**src/rtl/fcfs_quantum_scheduler.sv**
```systemverilog
// First-come-first-served ownership scheduler for one shared resource.
// Each owner holds a one-hot grant for up to max(weight,1)*QUANTUM cycles, then is re-queued.
module fcfs_quantum_scheduler #(
    parameter int REQUESTORS = 4,
    parameter int QUANTUM    = 10,
    parameter int WEIGHT_W   = 8
) (
    input  logic                           clk,
    input  logic                           reset,
    input  logic [REQUESTORS-1:0]          req,
    input  logic [REQUESTORS*WEIGHT_W-1:0] weights,
    input  logic [REQUESTORS-1:0]          done,
    output logic [REQUESTORS-1:0]          grant,
    output logic [$clog2(REQUESTORS)-1:0]  grant_id,
    output logic                           busy,
    output logic                           preempt
);
    localparam int ID_W  = $clog2(REQUESTORS);
    localparam int CNT_W = WEIGHT_W + 8;

    localparam logic [1:0] IDLE    = 2'd0;
    localparam logic [1:0] LOAD    = 2'd1;
    localparam logic [1:0] GRANT   = 2'd2;
    localparam logic [1:0] RELEASE = 2'd3;

    logic [1:0]            state;
    logic [CNT_W-1:0]      cnt;
    logic [ID_W-1:0]       q   [REQUESTORS];
    logic [ID_W-1:0]       q_n [REQUESTORS];
    logic [ID_W-1:0]       head, head_n, tail, tail_n;
    logic [ID_W:0]         count, count_n;
    logic [REQUESTORS-1:0] queued, queued_n;

    logic [ID_W-1:0]     head_id;
    logic [WEIGHT_W-1:0] head_w, own_w;
    logic                own_release, expire, pop, requeue;

    function automatic logic [ID_W-1:0] ptr_inc(input logic [ID_W-1:0] p);
        return (p == ID_W'(REQUESTORS - 1)) ? '0 : p + 1'b1;
    endfunction

    // Weight 0 counts as one unit; the product always fits in CNT_W bits.
    function automatic logic [CNT_W-1:0] budget(input logic [WEIGHT_W-1:0] w);
        logic [CNT_W-1:0] units;
        units = (w == '0) ? CNT_W'(1) : CNT_W'(w);
        return units * CNT_W'(QUANTUM);
    endfunction

    assign head_id     = q[head];
    assign head_w      = weights[int'(head_id)*WEIGHT_W +: WEIGHT_W];
    assign own_w       = weights[int'(grant_id)*WEIGHT_W +: WEIGHT_W];
    assign own_release = done[grant_id] || !req[grant_id];
    assign expire      = (cnt == CNT_W'(1));
    assign pop         = (state == LOAD);
    assign requeue     = (state == GRANT) && !own_release && expire && (count != '0);
    assign busy        = |grant;

    // Pop happens only in LOAD and the re-queue only in GRANT, so they never coincide.
    // The preempted owner goes in ahead of same-cycle arrivals since it requested earlier.
    always_comb begin
        q_n      = q;
        head_n   = head;
        tail_n   = tail;
        count_n  = count;
        queued_n = queued;
        if (pop) begin
            head_n            = ptr_inc(head);
            count_n           = count_n - 1'b1;
            queued_n[head_id] = 1'b0;
        end
        if (requeue) begin
            q_n[tail_n]        = grant_id;
            tail_n             = ptr_inc(tail_n);
            count_n            = count_n + 1'b1;
            queued_n[grant_id] = 1'b1;
        end
        for (int i = 0; i < REQUESTORS; i++) begin
            if (req[i] && !queued[i] && !(state == GRANT && grant_id == ID_W'(i))) begin
                q_n[tail_n]  = ID_W'(i);
                tail_n       = ptr_inc(tail_n);
                count_n      = count_n + 1'b1;
                queued_n[i]  = 1'b1;
            end
        end
    end

    always_ff @(posedge clk or negedge reset) begin
        if (!reset) begin
            head   <= '0;
            tail   <= '0;
            count  <= '0;
            queued <= '0;
        end else begin
            head   <= head_n;
            tail   <= tail_n;
            count  <= count_n;
            queued <= queued_n;
        end
    end

    always_ff @(posedge clk) begin
        q <= q_n;
    end

    always_ff @(posedge clk or negedge reset) begin
        if (!reset) begin
            state    <= IDLE;
            grant    <= '0;
            grant_id <= '0;
            cnt      <= '0;
            preempt  <= 1'b0;
        end else begin
            preempt <= 1'b0;
            case (state)
                IDLE: begin
                    if (count != '0) state <= LOAD;
                end
                LOAD: begin
                    if (req[head_id]) begin
                        grant    <= REQUESTORS'(1) << head_id;
                        grant_id <= head_id;
                        cnt      <= budget(head_w);
                        state    <= GRANT;
                    end else if (count_n == '0) begin
                        state <= IDLE;
                    end
                end
                GRANT: begin
                    if (own_release) begin
                        grant <= '0;
                        state <= RELEASE;
                    end else if (expire) begin
                        if (count != '0) begin
                            grant   <= '0;
                            preempt <= 1'b1;
                            state   <= RELEASE;
                        end else begin
                            cnt <= budget(own_w);
                        end
                    end else begin
                        cnt <= cnt - 1'b1;
                    end
                end
                RELEASE: begin
                    state <= (count_n != '0) ? LOAD : IDLE;
                end
                default: state <= IDLE;
            endcase
        end
    end

endmodule

```
**config.mk**
```make
export PLATFORM = sky130hd
export DESIGN_NAME = fcfs_quantum_scheduler
export DESIGN_NICKNAME = d
export VERILOG_FILES = /design/src/rtl/fcfs_quantum_scheduler.sv
export SDC_FILE = /design/constraint.sdc
export NUM_CORES = 1
export LEC_CHECK = 0
export CAP_MARGIN = 15
export CORE_ASPECT_RATIO = 1.25
export CORE_MARGIN = 10
export CORE_UTILIZATION = 35
export CTS_BUF_LIST = sky130_fd_sc_hd__clkbuf_16
export CTS_CLUSTER_DIAMETER = 150
export DETAILED_ROUTE_END_ITERATION = 8
export PLACE_DENSITY = 0.51
export SKIP_LAST_GASP = 1
export SLEW_MARGIN = 20
export SYNTH_ARGS = -nofsm -noshare
export SYNTH_HDL_FRONTEND = slang
export SYNTH_SLANG_ARGS = --single-unit
```
**constraint.sdc**
```tcl
create_clock -name clk -period 4.96 [get_ports clk]
set_input_delay 0.744 -clock clk [delete_from_list [all_inputs] [get_ports clk]]
set_output_delay 0.744 -clock clk [all_outputs]
set_load 0.01 [all_outputs]
```
Word-level counts from Yosys, hierarchy flattened
Index checks and enable logic that the tools add are counted.
{ "op_classes": {"n_addsub": 13, "mul": 2, "n_div": 0, "magnitude_cmp": 15, "n_eq_ne": 20, "n_shift": 3, "n_mux": 76, "bitwise": 18, "reduce_logical": 46} }
{ "ops": {"columns": ["op", "count"], "rows": [
  ["16-bit two-way mux", 4],
  ["32-bit by 6-bit variable part select with 8-bit output", 2],
  ["8-bit two-way mux", 7],
  ["2-bit two-way mux", 24],
  ["16-bit case mux with 2 select lines", 1],
  ["4-bit two-way mux", 6],
  ["1-bit logical AND", 22],
  ["8-bit by 3-bit multiplier with 11-bit output (second input constant)", 2],
  ["2-bit demux with 2-bit select", 5],
  ["2-bit == test (second input constant)", 10],
  ["3-bit greater-or-equal comparator (second input constant)", 6],
  ["3-bit two-way mux", 6],
  ["2-bit inverter with 3-bit output", 6],
  ["16-bit by 1-bit == test with 1-bit output (second input constant)", 1],
  ["8-bit zero test", 2],
  ["16-bit by 1-bit subtractor with 16-bit output (second input constant)", 1],
  ["3-bit by 1-bit adder with 3-bit output (second input constant)", 5],
  ["3-bit by 1-bit less-than comparator with 1-bit output (second input constant)", 5],
  ["1-bit two-way mux", 14],
  ["2-bit by 1-bit adder with 2-bit output (second input constant)", 6],
  ["4-bit bitwise AND", 3],
  ["4-bit inverter", 3],
  ["4-bit bitwise OR", 3],
  ["4-bit AND reduction", 3],
  ["27 further kinds", 46]
]} }
{ "word_totals": {"regBits": 44, "latch_bits": 0, "ram_bits": 0, "mem_bits_ro": 0, "input_bits": 42, "output_inout_bits": 8, "n_memories": 0} }

Depth between registers and ports, before layout
Gate-level depths: netlist of the first run.
{ "depth": {"depth_word": 25, "depth_mapped": 23} }

Least setup slack after synthesis of the first run
OpenSTA, ideal clock, no wires.
{ "synth_path": {"path_type": "input port to flip-flop", "start": "in req[0]", "end": "reg state[0]", "t_arrival_ns": 4.333, "required_time_ns": 4.827, "setup_slack_ns": 0.494, "cell_stages": 20, "n_path_buf": 1, "cell_sequence": "nor2b_1 -> mux4_2 -> nand4_1 -> buf_2 -> nor2_1 -> a21oi_1 -> ha_1 -> mux2_2 -> mux2i_1 -> xnor2_1 -> mux2i_1 -> ha_1 -> mux2_2 -> ha_1 -> nand2_1 -> xnor2_1 -> xnor2_1 -> xnor2_1 -> xor2_1 -> a31oi_1"} }
{ "synth_between": {"elab_chain_len": 20, "word_cells_on_any_way": 31, "classes_between": "add/sub (4); eq/ne (3); mux (13); reduce/logical (11)"} }
{ "synth_rtl": {"columns": ["element", "line_no", "source"], "rows": [
  ["from (decl)", "10", "input logic [REQUESTORS-1:0] req,"],
  ["1-bit binary-select mux with 2-bit select", "52", "assign own_release = done[grant_id] || !req[grant_id];"],
  ["1-bit two-way mux (not written as such)", "52", null],
  ["1-bit zero test", "52", null],
  ["1-bit logical OR", "52", null],
  ["1-bit zero test", "55", "assign requeue = (state == GRANT) && !own_release && expire && (count != '0);"],
  ["1-bit logical AND (3 in series)", "55", null],
  ["3-bit two-way mux", "71", "if (requeue) begin"],
  ["3-bit by 1-bit adder with 3-bit output", "81", "count_n = count_n + 1'b1;"],
  ["(+2 left out)", null, null],
  ["3-bit two-way mux", "78", "if (req[i] && !queued[i] && !(state == GRANT && grant_id == ID_W'(i))) begin"],
  ["3-bit by 1-bit adder with 3-bit output", "81", null],
  ["3-bit two-way mux", "78", null],
  ["3-bit by 1-bit adder with 3-bit output", "81", null],
  ["3-bit two-way mux", "78", null],
  ["3-bit zero test / 3-bit nonzero test (equally long branches)", "124, 145", null],
  ["3-bit by 1-bit != test with 1-bit output (no line) / 1-bit two-way mux (equally long branches)", null, null],
  ["4-bit AND reduction (no line) / 2-bit case mux with 4 select lines (equally long branches)", null, null],
  ["to (signal assigned)", "145", "state <= (count_n != '0) ? LOAD : IDLE;"],
  ["to (decl)", "26", "logic [1:0] state;"]
]} }
Parallel ways exist; a longest one is shown, timed or not. The select of a mux whose other input is x is not followed.
A chain may end at the register's enable or synchronous reset.

Worst setup path in the final report of the first run
{ "layout_path": {"start": "in done[3]", "end": "reg state[0]"} }
{ "layout_between": {"elab_chain_len": 19, "word_cells_on_any_way": 25, "classes_between": "add/sub (4); eq/ne (3); mux (10); reduce/logical (8)"} }
{ "layout_rtl": {"columns": ["element", "line_no", "source"], "rows": [
  ["from (decl)", "12", "input logic [REQUESTORS-1:0] done,"],
  ["1-bit binary-select mux with 2-bit select (*)", "52", null],
  ["1-bit two-way mux (not written as such) (*)", "52", null],
  ["1-bit logical OR (*)", "52", null],
  ["1-bit zero test", "55", null],
  ["1-bit logical AND (3 in series)", "55", null],
  ["3-bit two-way mux", "71", null],
  ["3-bit by 1-bit adder with 3-bit output", "81", null],
  ["3-bit two-way mux", "78", null],
  ["3-bit by 1-bit adder with 3-bit output", "81", null],
  ["3-bit two-way mux", "78", null],
  ["3-bit by 1-bit adder with 3-bit output", "81", null],
  ["3-bit two-way mux", "78", null],
  ["3-bit by 1-bit adder with 3-bit output", "81", null],
  ["3-bit two-way mux", "78", null],
  ["3-bit zero test / 3-bit nonzero test (equally long branches)", "124, 145", null],
  ["3-bit by 1-bit != test with 1-bit output (no line) / 1-bit two-way mux (equally long branches)", null, null],
  ["4-bit AND reduction (no line) / 2-bit case mux with 4 select lines (equally long branches)", null, null]
]} }
Mark *: on every way between the ends. The rest lies on a longest branch, timed or not. The select of a mux whose other input is x is not followed.

==> results of run 1 <==
per-stage QoR:
| step | area (µm²) | std cells | hold slack (ns) | util [%] | setup slack (ns) |
|---|---|---|---|---|---|
| after CTS | 5350 | 698 | 0.508 | 42.5 | 0.318 |
| final | 5360 | 698 | 0.504 | 42.5 | 0.338 |
| after global routing | 5360 | 698 | 0.525 | 42.5 | 0.0440 |
| after global placement | 5210 | 690 | 0.499 | 41.3 | 0.104 |
| after detailed placement | 5210 | 690 | 0.488 | 41.3 | 0.0139 |
| after floorplan | 4470 | 478 | 0.448 | - | 0.494 |
routing by layer:
metal	vias up	global-route usage, %	wire, µm
li1	1842	-	-
met1	1824	17.3	5290
met2	66	26.2	6750
met3	10	1.97	372
met4	0	3.93	192
met5	-	0	0
layout make-up:
type	instances	area, µm²
fill	1251	7250
multi-input combinational	377	3190
sequential	44	1060
timing repair buffer	69	636
tap	168	210
clock buffer	5	125
inverter	32	120
clock inverter	3	17.5
critical path, delay by kind of cell:
kind / cells / cell delay, ns
buffers and inverters: 1 / 0.51
multiplexers: 5 / 1.47
AO/OA/AOI/OAI: 2 / 0.23
AND/OR/NAND/NOR: 4 / 0.40
XOR/XNOR: 5 / 0.70
adder cells (fa/ha/maj): 3 / 0.75
cells by family (layout without fill, tap and decap cells):
group,count (synthesis),count (layout),share of synthesized area (%)
fa+ha+maj,55,55,15.7
simple gates,139,139,15.9
xor+xnor,36,36,7.53
mux,38,38,15.3
flops,44,44,23.7
compound gates,109,109,16.7
buf+inv,57,109,5.21
layout by cell type (no fill, tap or decap), types with 8 or more instances in the layout:
master,synthesis,routed
clkdlybuf4s50_1,0,48
dfrtp_1,36,36
nor3_1,9,9
o21ai_0,27,27
xor2_1,11,11
nor2_1,26,26
nand3_1,12,12
nand2_1,51,51
mux4_2,20,20
buf_4,0,20
xnor2_1,23,23
a21oi_1,29,29
inv_1,30,30
dfxtp_1,8,8
ha_1,53,53
state kept, by name, summed over array words and instances (netlist names), named ones only:
name      count
cnt          16
q             8
grant         4
queued        4
count         3
grant_id      2
head          2
tail          2
preempt       1
state         1
final timing paths:
path | end | slack, ns | cells after the start
worst max-delay path | state[0]$_DFFE_PN0P_ | 0.34 | 20
worst min-delay path | grant[2]$_DFFE_PN0P_ | 0.50 | 2
worst min register to register | grant[2]$_DFFE_PN0P_ | 0.50 | 2
worst max register to register | state[0]$_DFFE_PN0P_ | 0.45 | 20
max in group asynchronous | head[0]$_DFFE_PN0N_ | 3.83 | 1
min in group asynchronous | cnt[4]$_DFFE_PN0P_ | 0.56 | 1
==> run_results.csv, run 1 <==
group,metric,value,unit
placement,port_buffers,49,
floorplanning,dieArea,17700,µm²
cts,cts_setup_buffers,0,
floorplanning,die_h,146,µm
global_route,grt_pass1_wl,20700,µm
floorplanning,initial_core_util,35.5,%
yosys,ys_seq_elements,44,
yosys,synthCells,478,
run_status,status,"completed",
yosys,ys.flop_type,"dfrtp_1",
sta,final-setup-viol-count,0,
detailed_routing,wl,12600,µm
global_route,antenna_found_initial,0,
yosys,syn_avg_cell_area,9.35,µm²
critical_path,max_stage_delay,0.51,ns
yosys,synth_area_leaders,"dfrtp_1, ha_1, mux4_2, xnor2_1, nand2_1",
critical_path,cp.arrival,4.79,ns
critical_path,end_kind,"flip-flop",
critical_path,path_cells,"clkdlybuf4s50_1 -> nor2b_1 -> mux4_2 -> nand4_1 -> nor2_1 -> a21oi_1 -> ha_1 -> mux2_2 -> mux2i_1 -> xnor2_1 -> mux2i_1 -> ha_1 -> mux2_2 -> ha_1 -> nand2_1 -> xnor2_1 -> xnor2_1 -> xnor2_1 -> xor2_1 -> a31oi_1",
cts,cts_hold_buf,0,
yosys,synth_top_cell_area_share,20.2,%
cts,clk_path_buf_depth,2,
cts,worstSkewPairLatency,0.29,ns
yosys,synthArstFlopShare,81.8,%
sta,setup-tns-final,0,ns
placement,place_congestion,0.863,
cts,cts-root-buf,"clkbuf_16",
yosys,yosysWarnings,0,
yosys,synth.most_common_cell,"ha_1",
global_route,grt_overflow,0,
critical_path,cpMostUsedCell,"xnor2_1",
yosys,yosysTopAreaCell,"dfrtp_1",
sta,rsz0062_at_grt,"false",
cts,cts_made_buffers,5,
yosys,ys_seq_area_share,23.7,%
cts,htreeDepth,2,
cts,path_clk_slew,0.07,ns
detailed_routing,via_per_inst,5.36,
layout,nets,626,
floorplanning,placementRows,46,
yosys,synth_common_cells,"ha_1, nand2_1, dfrtp_1",
detailed_routing,post_drt_wl_per_cell,18.1,µm
critical_path,cp_max_fo,4,
worst_hold_path,hold_start,"grant[2]$_DFFE_PN0P_",
yosys,syn_nets,575,
sta,finalHoldViolations,0,
sta,fin_crit_sh,93.2,%
global_route,grt_max_degree,37,
critical_path,crit_required,5.13,ns
detailed_routing,antenna_left,0,
critical_path,critical_path_class,"input pin to flip-flop",
sta,max_freq,216,MHz
yosys,synth_cell_type_count,66,
critical_path,r2r_start,"state[0]$_DFFE_PN0P_",
sta,slew_headroom,38.2,%
yosys,synth-edff-count,0,
detailed_routing,firstDrtPassIters,4,
sta,min_period,4.62,ns
critical_path,slowest_stage,"clkdlybuf4s50_1",
global_route,grt_pass1_vias,3892,
detailed_routing,drc,0,
placement,dp_hpwl,10100,µm
layout,diodes,0,
yosys,synth_area,4470,µm²
worst_hold_path,hp-class,"flip-flop to flip-flop",
sta,worst_slew_pin_slew,0.924,ns
layout,area_growth_syn_to_layout,19.9,%
detailed_routing,first_iter_violations,194,
cts,cts_tree,"built",
cts,cts_sinks,44,
floorplanning,dieWidth,121,µm
detailed_routing,vias,3742,
floorplanning,coreArea,12600,µm²
global_route,gr-usage-all-layers,14.5,%
critical_path,critPathLaunchType,"input pin",
sta,skew,0.00876,ns
layout,layout-drive-gt1-share,14.3,%
critical_path,setup.worst_path.start,"done[3]",
sta,drv_slew,0,
job,maxCapViolCount,0,
cts,cts_resized,0,
floorplanning,io_pins,50,
Power of run 1 is not shown: default switching activity piles up to over one toggle a cycle in this logic, so the estimate is an artifact.
==> inputs of run 2 (changes only) <==
Settings changed: SLEW_MARGIN 20 to not set.
==> results of run 2 <==
No change in the layout: final DEF, timing and power equal those of run 1.
Power of run 2 is left out for the same reason.
